`src/rtl/bcd_xs3_serial_converter.sv`:
```
// ---------------------------------------------------------------------------
// bcd_xs3_serial_converter
//
// Converts a packed multi-digit word between BCD and excess-3, one 4-bit
// digit per clock, least-significant digit first. The whole word is accepted
// through a valid/ready handshake. The converted word is held on the output
// until the sink accepts it. The direction is chosen per word by in_mode_i.
//
// Parameters
//   DIGITS : number of 4-bit digits per word (1..16)
//   CNT_W  : width of the digit index counter, 2**CNT_W >= DIGITS
//
// Ports
//   clk         : rising-edge clock
//   rst         : asynchronous active-high reset
//   in_valid_i  : source presents a word on in_data_i / in_mode_i
//   in_ready_o  : converter can accept a word this cycle (IDLE only)
//   in_data_i   : packed digits, digit 0 in bits [3:0]
//   in_mode_i   : 0 = BCD->XS3 (add 3), 1 = XS3->BCD (subtract 3)
//   out_valid_o : out_data_o holds a finished word
//   out_ready_i : sink accepts the finished word this cycle
//   out_data_o  : converted word, same packing as in_data_i (0 when not valid)
//   out_err_o   : some input digit was outside the legal code set
//   busy_o      : conversion in progress
//
// Optional feature
//   BCD_XS3_ERR_DETECT_EN : when defined, every digit is checked against the
//   legal code set of the captured mode and a sticky flag drives out_err_o.
//   When undefined, no checker is built and out_err_o is tied low.
// ---------------------------------------------------------------------------
module bcd_xs3_serial_converter #(
    parameter int DIGITS = 4,
    parameter int CNT_W  = 4
) (
    input  logic                  clk,
    input  logic                  rst,
    input  logic                  in_valid_i,
    output logic                  in_ready_o,
    input  logic [4*DIGITS-1:0]   in_data_i,
    input  logic                  in_mode_i,
    output logic                  out_valid_o,
    input  logic                  out_ready_i,
    output logic [4*DIGITS-1:0]   out_data_o,
    output logic                  out_err_o,
    output logic                  busy_o
);

    typedef enum logic [1:0] {
        IDLE = 2'd0,
        CONV = 2'd1,
        HOLD = 2'd2
    } state_t;

    localparam logic [CNT_W-1:0] LAST_IDX = CNT_W'(DIGITS - 1);

    state_t               state_q,    state_d;
    logic [4*DIGITS-1:0]  shiftReg_q, shiftReg_d;
    logic [CNT_W-1:0]     digitIdx_q, digitIdx_d;
    logic                 mode_q,     mode_d;

    logic [3:0]           lowDigit;
    logic [3:0]           convDigit;
    logic [4*DIGITS-1:0]  shiftedWord;

    // The digit being worked on is always the bottom nibble; after DIGITS
    // rotations every converted digit is back in its original position.
    // Each digit wraps modulo 16 on its own, no carry crosses digits.
    assign lowDigit  = shiftReg_q[3:0];
    assign convDigit = mode_q ? (lowDigit - 4'd3) : (lowDigit + 4'd3);

    // Rotate the converted digit into the top nibble. A one-digit word has no
    // upper part to shift down, so it gets its own branch.
    generate
        if (DIGITS == 1) begin : g_oneDigit
            assign shiftedWord = convDigit;
        end else begin : g_multiDigit
            assign shiftedWord = {convDigit, shiftReg_q[4*DIGITS-1:4]};
        end
    endgenerate

    // State, data and index registers. Reset drops any word in flight.
    always_ff @(posedge clk or posedge rst) begin
        if (rst) begin
            state_q    <= IDLE;
            shiftReg_q <= '0;
            digitIdx_q <= '0;
            mode_q     <= 1'b0;
        end else begin
            state_q    <= state_d;
            shiftReg_q <= shiftReg_d;
            digitIdx_q <= digitIdx_d;
            mode_q     <= mode_d;
        end
    end

    // Next-state logic. IDLE captures a word and its mode, CONV converts
    // one digit per clock, HOLD waits for the sink. in_ready_o is high only
    // in IDLE, so the IDLE branch needs only in_valid_i to accept.
    always_comb begin
        state_d    = state_q;
        shiftReg_d = shiftReg_q;
        digitIdx_d = digitIdx_q;
        mode_d     = mode_q;
        case (state_q)
            IDLE: begin
                if (in_valid_i) begin
                    shiftReg_d = in_data_i;
                    mode_d     = in_mode_i;
                    digitIdx_d = '0;
                    state_d    = CONV;
                end
            end
            CONV: begin
                shiftReg_d = shiftedWord;
                digitIdx_d = digitIdx_q + CNT_W'(1);
                if (digitIdx_q == LAST_IDX) begin
                    state_d = HOLD;
                end
            end
            HOLD: begin
                if (out_ready_i) begin
                    state_d = IDLE;
                end
            end
            default: begin
                state_d = IDLE;
            end
        endcase
    end

    // Outputs come straight from the registered state. They stay stable
    // through any length of backpressure in HOLD, and no partial word is
    // ever visible.
    assign in_ready_o  = (state_q == IDLE);
    assign out_valid_o = (state_q == HOLD);
    assign busy_o      = (state_q == CONV);
    assign out_data_o  = out_valid_o ? shiftReg_q : '0;

`ifdef BCD_XS3_ERR_DETECT_EN
    logic errAcc_q, errAcc_d;
    logic digitIllegal;

    // Legal input codes: BCD 0..9 when adding 3, XS3 3..12 when subtracting.
    // The flag is sticky for the whole word and is cleared on accept. The
    // data path is not affected by it.
    always_comb begin
        digitIllegal = mode_q ? ((lowDigit < 4'd3) || (lowDigit > 4'd12))
                              : (lowDigit > 4'd9);
        errAcc_d = errAcc_q;
        if ((state_q == IDLE) && in_valid_i) begin
            errAcc_d = 1'b0;
        end else if ((state_q == CONV) && digitIllegal) begin
            errAcc_d = 1'b1;
        end
    end

    // Sticky error register.
    always_ff @(posedge clk or posedge rst) begin
        if (rst) begin
            errAcc_q <= 1'b0;
        end else begin
            errAcc_q <= errAcc_d;
        end
    end

    assign out_err_o = out_valid_o & errAcc_q;
`else
    assign out_err_o = 1'b0;
`endif

endmodule

```
`config.mk`:
```
export PLATFORM = sky130hd
export DESIGN_NAME = bcd_xs3_serial_converter
export DESIGN_NICKNAME = d
export VERILOG_FILES = /design/src/rtl/bcd_xs3_serial_converter.sv
export SDC_FILE = /design/constraint.sdc
export NUM_CORES = 1
export LEC_CHECK = 0
export CAP_MARGIN = 25
export CORE_MARGIN = 3
export CORE_UTILIZATION = 60
export CTS_CLUSTER_DIAMETER = 40
export DETAILED_ROUTE_END_ITERATION = 6
export DONT_BUFFER_PORTS = 1
export GPL_TIMING_DRIVEN = 0
export PLACE_DENSITY = 0.83
export SLEW_MARGIN = 10
export SYNTH_ARGS = -nofsm -noshare
export SYNTH_HDL_FRONTEND = slang
export SYNTH_SLANG_ARGS = --single-unit
```
`constraint.sdc`:
```
create_clock -name clk -period 2.08 [get_ports clk]
set_input_delay 0.208 -clock clk [delete_from_list [all_inputs] [get_ports clk]]
set_output_delay 0.208 -clock clk [all_outputs]
set_load 0.05 [all_outputs]
```
## Yosys cells after proc, flatten, opt, wreduce, memory -nomap -nowiden

Index checks and enable logic that the tools add are counted.

| word-level totals | value |
|---|---|
| register bits after elaboration | 23 |
| input bits | 21 |
| output and inout port bits | 20 |
| word-level logic and storage cells | 28 |

| operators by class | value |
|---|---|
| $add $sub $neg | 3 |
| equality and inequality tests | 6 |
| muxes and demuxes | 10 |
| reductions and logical operators | 5 |

Operator list:

| kind | count |
|---|---|
| $mux 16 | 2 |
| $pmux 16 s2 | 1 |
| $mux 4 | 2 |
| $pmux 4 s2 | 1 |
| $mux 2 | 3 |
| $pmux 2 s3 | 1 |
| $add 4x1->4 const B | 1 |
| $add 4x2->4 const B | 1 |
| $eq 4x2->1 const B | 1 |
| $ne 2x1->1 const B | 2 |
| $reduce_and 2->1 | 2 |
| $sub 4x2->4 const B | 1 |
| $reduce_and 3->1 | 1 |
| $eq 2x1->1 const B | 1 |
| $eq 2x2->1 const B | 1 |
| $logic_not 2->1 | 1 |
| $ne 2x2->1 const B | 1 |
| $reduce_bool 2->1 | 1 |

## Logic depth before layout (Yosys ltp)

Gate-level depths: netlist of the first run.

| depth | value |
|---|---|
| word-level depth | 3 |
| gate-level depth with buffers | 5 |
| depth with buffers taken out | 5 |

## Worst setup path after synthesis of the first run

OpenSTA, ideal clock, no wires.

| path | value |
|---|---|
| kind | register -> output |
| start | register state_q[1] |
| end | output out_data_o[10] |
| arrival time | 1.579 ns |
| required time | 1.872 ns |
| slack | 0.293 ns |
| cell stages (with the launch flop) | 4 |
| buffers on the path | 1 |
| cell sequence | dfrtp_1 > nor2b_1 > buf_2 > and2_1 |

| on the way | value |
|---|---|
| word-level cells in the longest chain between the ends | 2 |

Ends and longest elaborated chain:

| what | RTL line | RTL |
|---|---|---|
| start: declaration | 56 | `state_t state_q, state_d;` |
| start signal: assignment | 89 | `state_q <= state_d;` |
| $eq 2x2->1 | 135 | `assign out_valid_o = (state_q == HOLD);` |
| via out_valid_o | 41 | `output logic out_valid_o,` |
| $mux 16 | 137 | `assign out_data_o = out_valid_o ? shiftReg_q : '0;` |
| end: declaration | 43 | `output logic [4*DIGITS-1:0] out_data_o,` |

The timed path passes the listed nets, and every way through them passes these cells.

## Worst setup path after layout of the first run

| path | value |
|---|---|
| start | register state_q[1] |
| end | output out_data_o[13] |

The elaborated chain is that of the path after synthesis.

==> run summary, run 1 <==
The total stage count of the critical path came out at 3. The number of cells traversed by the worst hold path is 2. The number of nets produced by synthesis came out at between 150 and 200. The setup slack on the worst flop-to-flop path came out at 0.44 ns. Measured against its own limit, the worst slew margin works out to about two fifths. Clock latency on the worst-skew pair, taken at its later pin, is 0.32 ns. The first global-routing pass estimated around 4500 um of wire. The peak clock frequency supported by timing is ~520 MHz. The detailed-route via count is ~1000. The number of buffers inserted by post-CTS setup repair is 0. The final worst setup slack is approximately 0.14 ns. The maximum count of clock buffers along a single path is 2.

The final routed wire length divided by cell count is about 16 um. IR analysis of the VDD net gives a maximum drop of 943 uV. The largest incremental delay on the critical path is ~0.49 ns.

The via count of the first global-routing pass is around 990. The clock net sink count came out at 23. The area of the core came out at just under 2000 um2. The total inserted antenna cells is 0.

Setup repair after global routing left no endpoint under its margin. In this run the critical register-to-register path is captured at shiftReg_q[15]$_DFFE_PP0P_. For the pin with the worst max-slew slack, the measured transition is just under 0.9 ns.

The worst-case reg-to-reg path depth is 5. The run finished with clean final reports. Tracing the worst setup path back leads to its startpoint at state_q[1]$_DFFE_PP0P_. The first TritonRoute pass finished after 4 iterations.

The remaining antenna violation count came out at 0. The final-layout fill cell count came out at between 150 and 200. The multi-input logic area came out at 647 um2. The synthesized area per cell came out at approximately 8.8 um2. The count of non-filler cells in the finished layout is roughly 180. The floorplan step set the die height to roughly 52 um. The flip-flop cell with the highest count after synthesis is sky130_fd_sc_hd__dfrtp_1. The total standard cell area after synthesis is 1280 um2. The signed area change from the synthesized netlist to the final layout came out at 7.93%.

The final clock period utilization by the worst path is a little over 90%. The count of mapped cells out of synthesis came out at between 100 and 150. The power density over the cells came out at approximately 1800 nW/um2. The cell class contributing the biggest share of worst-path delay is simple AND/OR/NAND/NOR gates. The number of buffers and inverters on the critical path came out at 1. Leaving out fill and tap cells, the most frequent cell in the layout is sky130_fd_sc_hd__nand2_1. The number of warnings reported in the yosys synthesis log came out at 0.

The detailed-route wire length came out at about 2800 um. Counting distinct cell types in the post-synthesis netlist gives 30. The number of placement rows came out at 16. STA classifies the critical path endpoint as a primary output. Of the cells placed in the final design, the portion with a size suffix greater than 1 is between 15 and 20%. The die covers 2720 um2. The instance count after placement with tap cells included came out at ~170.

The most critical setup path has its endpoint at out_data_o[13]. The post-detailed-placement half-perimeter wirelength came out at 2130 um. The area of all sequential standard cells is 576 um2. The count of final hold-check violations was 0. The die boundary width is about 52 um. The worst path in the final design needs a cycle of ~1.9 ns, including I/O delays and setup.

At the placement stage, the worst setup path has a slack of -0.0331 ns. Max-cap violations in this run came to 0. Clock-pin slew was measured on the worst setup and hold paths at approximately 0.12 ns. The global router's overall resource usage came out at approximately 23%. Entering global routing, the biggest net connects 24 pins. The top cell types in the final layout, fill and taps aside, are sky130_fd_sc_hd__nand2_1 (32), sky130_fd_sc_hd__dfrtp_1 (23), sky130_fd_sc_hd__nor2_1 (16). After the first detailed-routing iteration, the DRC count stood at 20.

The count of input and output buffers came out at 0. The type of the setup path with the least slack is reg2out. The H-tree depth reported by CTS came out at 1. Counting flops with a built-in enable in the synthesized netlist gives 0. The required arrival time at the worst endpoint came out at between 1.5 and 2 ns.

The total of endpoints with negative setup slack in the final report is 0. The effective utilization at floorplan came out at between 60% and 70%. The initial antenna violation count came out at 0. The maximum clock skew at final layout is between 0.006 and 0.007 ns.

The largest driver fanout on the critical path is 10. 41 I/O pins were placed. The power after layout came out at roughly 2.4 mW. The worst register-to-register path begins at state_q[1]$_DFFE_PP0P_.

The DRC violation count after routing is 0. The number of pins with negative max-slew slack in the final report was 0. The routed via count divided by cell count is around 5.7. The CTS buffer count is 3.

The type of element launching the critical path is a flop. The end-of-flow core utilization is about 70%. The global placement routability congestion is a little over 0.8. Among all stages on the critical path, the largest delay is contributed by sky130_fd_sc_hd__dfrtp_1. Walking the worst path, the cells encountered are nor2b_4, buf_4, and2_2. The leakage power came out at about 0.6 nW. The clock tree from TritonCTS is built. The post-synthesis sequential element count is 23. The total number of nets in the final design is 177. The worst hold path belongs to the class in2reg. The global route total overflow is 0. In this run the clock root is driven by a sky130_fd_sc_hd__clkbuf_4. The share of synthesized area occupied by flip-flops and latches is a little under half.

The endpoint arrival time on the critical path came out at about 1.7 ns. The setup total negative slack is 0 ns. The async set or reset register ratio after synthesis is 100%.
-- synth_stat cells, types with 2 or more instances --
cell type                 count  area [um2]
sky130_fd_sc_hd__o21ai_0      6        30.0
sky130_fd_sc_hd__a31oi_1     13        81.3
sky130_fd_sc_hd__a221o_2      2        22.5
sky130_fd_sc_hd__and2_1      16         100
sky130_fd_sc_hd__nor2_1      16        60.1
sky130_fd_sc_hd__nand3_1      4        20.0
sky130_fd_sc_hd__dfrtp_1     23         576
sky130_fd_sc_hd__ha_1         3        37.5
sky130_fd_sc_hd__buf_6        2        22.5
sky130_fd_sc_hd__buf_2        5        25.0
sky130_fd_sc_hd__xnor2_1      2        17.5
sky130_fd_sc_hd__nand2_1     32         120
sky130_fd_sc_hd__inv_1        4        15.0
-- where the power goes --
group          switching [mW]  internal (mW)  leakage (nW)
logic                   0.835          0.486         0.331
clock network           0.130         0.0751        0.0150
registers               0.223          0.676         0.269
total                    1.19           1.24         0.615
-- how the worst min path moves through the flow --
| stage | slack [ns] | end | from |
|---|---|---|---|
| after floorplan | 0.21 | digitIdx_q[0]$_DFFE_PP0P_ | rst |
| after global placement | 0.31 | shiftReg_q[14]$_DFFE_PP0P_ | rst |
| after detailed placement | 0.32 | digitIdx_q[0]$_DFFE_PP0P_ | rst |
| after CTS | 0.02 | mode_q$_DFFE_PP0P_ | in_mode_i |
| after global routing | 0.02 | shiftReg_q[14]$_DFFE_PP0P_ | in_data_i[14] |
| final | 0.01 | mode_q$_DFFE_PP0P_ | in_mode_i |
-- state kept, by name, summed over array words and instances (netlist names) --
name	count
shiftReg_q	16
state_q	2
mode_q	1
digitIdx_q	4
-- logic make-up after synthesis --
logic type / share of synthesized area (%)
adders and majority gates: 4.51
buffers and inverters: 5.78
other: 0.294
and+or+nand+nor: 28.5
AOI/OAI and AO/OA: 13.0
DFF: 45.1
muxes: 0.784
xor gates and xnor gates: 2.06
-- layer usage --
metal  up-vias  routed length (um)  GRT usage (%)
li1        496                   -              -
met1       486                1190           27.8
met5         -                   0              0
met4         0                  36           10.2
met2        31                1370           37.9
met3         4                 190           4.30
-- worst reg2reg max path, stage by stage, from the launching register on --
cell and delay [ns]:
sky130_fd_sc_hd__dfrtp_1 0.48, sky130_fd_sc_hd__nand2b_1 0.17, sky130_fd_sc_hd__buf_2 0.17, sky130_fd_sc_hd__inv_1 0.39, sky130_fd_sc_hd__and4_1 0.29, sky130_fd_sc_hd__a211oi_2 0.04
-- layout make-up --
type / count / area share (%)
multi-input cells: 109 / 46.9
inverters: 4 / 1.09
well taps: 27 / 2.45
clock buffers: 4 / 1.91
flip-flops and latches: 23 / 41.7
repair buffers: 2 / 1.45
plain buffers: 9 / 4.45
-- stage by stage --
stage / hold slack, ns / area [um2]
2_1_floorplan: 0.210 / 1280
3_3_place_gp: 0.308 / 1310
3_5_place_dp: 0.325 / 1310
4_1_cts: 0.0150 / 1370
5_1_grt: 0.0242 / 1380
6_report: 0.0131 / 1380
-- what timing repair did --
action | in CTS | in global routing
cloned | 0 | 0
endpoints found under the hold margin | 24 | 0
resized for setup | 11 | 1
endpoints found under the setup margin | 9 | 9
hold buffers | 2 | 0
Note: power is estimated with default switching activity, not from simulation.
==> run 2, diff against run 1 <==
--- a/config.mk
+++ b/config.mk
@@ -7,12 +7,12 @@
 export LEC_CHECK = 0
 export CAP_MARGIN = 25
 export CORE_MARGIN = 3
-export CORE_UTILIZATION = 60
+export CORE_UTILIZATION = 65
 export CTS_CLUSTER_DIAMETER = 40
 export DETAILED_ROUTE_END_ITERATION = 6
 export DONT_BUFFER_PORTS = 1
 export GPL_TIMING_DRIVEN = 0
-export PLACE_DENSITY = 0.83
+export PLACE_DENSITY = 0.88
 export SLEW_MARGIN = 10
 export SYNTH_ARGS = -nofsm -noshare
 export SYNTH_HDL_FRONTEND = slang
==> run 2 against run 1 <==
  * Design area down 0.18%
  * Largest power group unchanged
  * Cell count down 1.1%
  * Worst setup slack worse by 0.0088 ns
  * Global-route usage up 3.0 points
  * Total power up 0.26%
  * Routed wire length up 2.7%
  * Critical path type unchanged
  * Critical path depth unchanged
  * Combinational power about the same
  * First-iteration DRC count up 25%
  * Fmax down 0.45%
  * Clock skew about the same
==> run summary, run 2 (synthesis results as in run 1) <==
The run finished with clean final reports. The remaining antenna violation count came out at 0 (unchanged). The required arrival time at the worst endpoint was 1.87 ns (about the same).

TritonCTS built the clock tree. The number of buffers and inverters on the critical path is 1 (unchanged). The number of iterations in the first detailed-routing pass came to 4 (unchanged). The CTS buffer count is 3 (unchanged). The final critical path time including I/O delays and setup is 1.95 ns (+0.00880 ns).

The count of input and output buffers came out at 0 (unchanged). The largest incremental delay on the critical path came out at 0.51 ns (+0.02 ns). The largest individual stage delay along the critical path comes from the cell sky130_fd_sc_hd__dfrtp_1.

The worst hold-check slack came out at 0.0130 ns (-0.000107 ns). In the layout the commonest cells are sky130_fd_sc_hd__nand2_1 (32), sky130_fd_sc_hd__dfrtp_1 (23), sky130_fd_sc_hd__nor2_1 (16). The count of non-filler cells in the finished layout is 176 (-1.1%). The detailed-route wire length came out at 2850 um (+2.7%). The type of element launching the critical path is a flop. The clock transition at the register clock pins on the worst setup and hold paths after CTS came out at 0.12 ns (about the same).

The number of flip-flops in the largest register is 16 (unchanged). The signal on the critical path passes through nor2b_4, buf_4, and2_2. Among cell families on the critical path, the largest total delay comes from simple AND/OR/NAND/NOR gates. The effective utilization at floorplan came out at 71.6% (+7.2 points). The slew of the pin with the lowest slew margin is 0.876 ns (-0.0153 ns).

The worst slew slack as a fraction of its limit came out at 41.4% (+1.0 points). The total inserted antenna cells came out at 0 (unchanged). The area of the core came to 1780 um2 (-10%). The routed via count divided by cell count is 5.97 (+4.4%). The worst min-delay path category is in2reg. The full die area came to 2530 um2 (-6.8%). The DRC violation count after routing is 0 (unchanged). The initial antenna violation count came to 0 (unchanged). The maximum clock skew at final layout is 0.00668 ns (-0.000257 ns). The fraction of met3 tracks used by global routing came out at 4.45% (+0.15 points).

The met1 capacity usage during global routing came to 34.6% (+6.8 points). The critical path is of the reg2out type. The first-pass GRT wire length was 4900 um (+9.1%).

The largest net degree at the start of global routing was 24 (unchanged). The fraction of layout cells with a size suffix above 1 is 16.6% (unchanged). The count of final hold-check violations came out at 0 (unchanged). The number of maximum-capacitance violations came out at 0 (unchanged). The number of DRC violations after detailed-routing iteration 0 is 25 (+25%).

The met2 usage in global routing is 42.2% (+4.3 points). The worst supply voltage drop on vdd was 1200 uV (+27%). The maximum count of clock buffers along a single path was 2 (unchanged). The most common library cell in the layout ignoring fill and taps is sky130_fd_sc_hd__nand2_1. The top-level I/O count is 41 (unchanged). The final worst setup slack came out at 0.131 ns (-0.00880 ns). The top register by number of flip-flops is shiftReg_q.

The post-detailed-placement half-perimeter wirelength was 2110 um (-0.97%). The final-layout fill cell count is 127 (-25%). The clock latency at the later pin of the worst-skew pair is 0.31 ns (about the same). The power density over the cells was 1770 nW/um2 (+0.44%).

The H-tree depth reported by CTS is 1 (unchanged). In this run the most used layer during global routing was met2. The peak clock frequency supported by timing came to 513 MHz (-0.45%).

The number of pins with negative max-slew slack in the final report was 0 (unchanged). The global route total overflow came to 0 (unchanged). From synthesis to final layout, the design area changed by 7.74%. The total number of nets in the final design is 177 (unchanged). The final routed wire length divided by cell count is 16.2 um (+3.8%). The via count of the first global-routing pass came out at 1054 (+6.6%).

The endpoint arrival time on the critical path came out at 1.74 ns (about the same). The global router's overall resource usage came out at 25.5% (+3.0 points). The master cell of the clock root buffer is sky130_fd_sc_hd__clkbuf_4. The clock net sink count is 23 (unchanged). The detailed-route via count is 1050 (+3.2%). The height of the die is 50.3 um (-3.5%). The largest driver fanout on the critical path is 10 (unchanged). The number of placement rows is 15 (-1). The largest registers in the layout are shiftReg_q: 16 flops, digitIdx_q: 4 flops, state_q: 2 flops.

The worst setup slack after placement is -0.0525 ns (-0.0194 ns). STA classifies the critical path endpoint as a primary output. The final clock period utilization by the worst path is 93.7% (+0.42 points). The die boundary width came out at 50.3 um (-3.5%). The global placement routability congestion came out at 0.820 (-0.21%). The instance count after placement with tap cells included is 170 (-1.2%). The total of endpoints with negative setup slack in the final report is 0 (unchanged). The leakage power is 0.615 nW (unchanged). Setup repair after global routing left no endpoint under its margin.
## run 2: final cells by class
type                    count  area (um2)  share of cell area, %
plain buffers               9        61.3                   4.45
clock buffers               4        26.3                   1.91
multi-input cells         109         647                   47.0
repair buffers              2        20.0                   1.45
flip-flops and latches     23         576                   41.8
inverters                   4        15.0                   1.09
well taps                  25        31.3                   2.27
## run 2: timing repair
item / 4_1_cts / 5_1_grt
setup endpoints to repair: 9 / 9
setup buffers: 0 / 0
gates resized for setup: 11 / 1
pin swaps: 0 / 0
hold buffers: 2 / 0
hold endpoints to repair: 24 / 0
## run 2: metrics by stage
| step | power, mW | utilization [%] | instance area [um2] | TNS [ns] |
|---|---|---|---|---|
| floorplan | 1.93 | - | 1280 | 0 |
| global placement | 2.12 | 73.4 | 1310 | 0 |
| detailed placement | 2.20 | 73.4 | 1310 | -0.356 |
| CTS | 2.42 | 76.9 | 1370 | 0 |
| global route | 2.66 | 77.2 | 1380 | 0 |
| finish | 2.43 | 77.2 | 1380 | 0 |
## run 2: path summary, 6_finish.rpt
| check | from | endpoint | slack (ns) | depth (start not counted) |
|---|---|---|---|---|
| max | state_q[1]$_DFFE_PP0P_ | out_data_o[10] | 0.13 | 3 |
| min | in_mode_i | mode_q$_DFFE_PP0P_ | 0.01 | 2 |
| max reg2reg | state_q[1]$_DFFE_PP0P_ | shiftReg_q[15]$_DFFE_PP0P_ | 0.42 | 5 |
| min reg2reg | digitIdx_q[2]$_DFFE_PP0P_ | digitIdx_q[2]$_DFFE_PP0P_ | 0.56 | 1 |
| max in group asynchronous | rst | shiftReg_q[5]$_DFFE_PP0P_ | 1.07 | 2 |
| min in group asynchronous | rst | digitIdx_q[0]$_DFFE_PP0P_ | 0.49 | 2 |
## run 2: where the power goes
part,internal [mW],switching [mW],leakage (nW)
clock network,0.0749,0.129,0.0150
logic,0.484,0.842,0.331
registers,0.676,0.227,0.269
## run 2: metal layers
metal | vias up | wire, um
met1 | 518 | 1240
met4 | 0 | 34
met3 | 5 | 157
met2 | 35 | 1420
met5 | - | 0
li1 | 492 | -
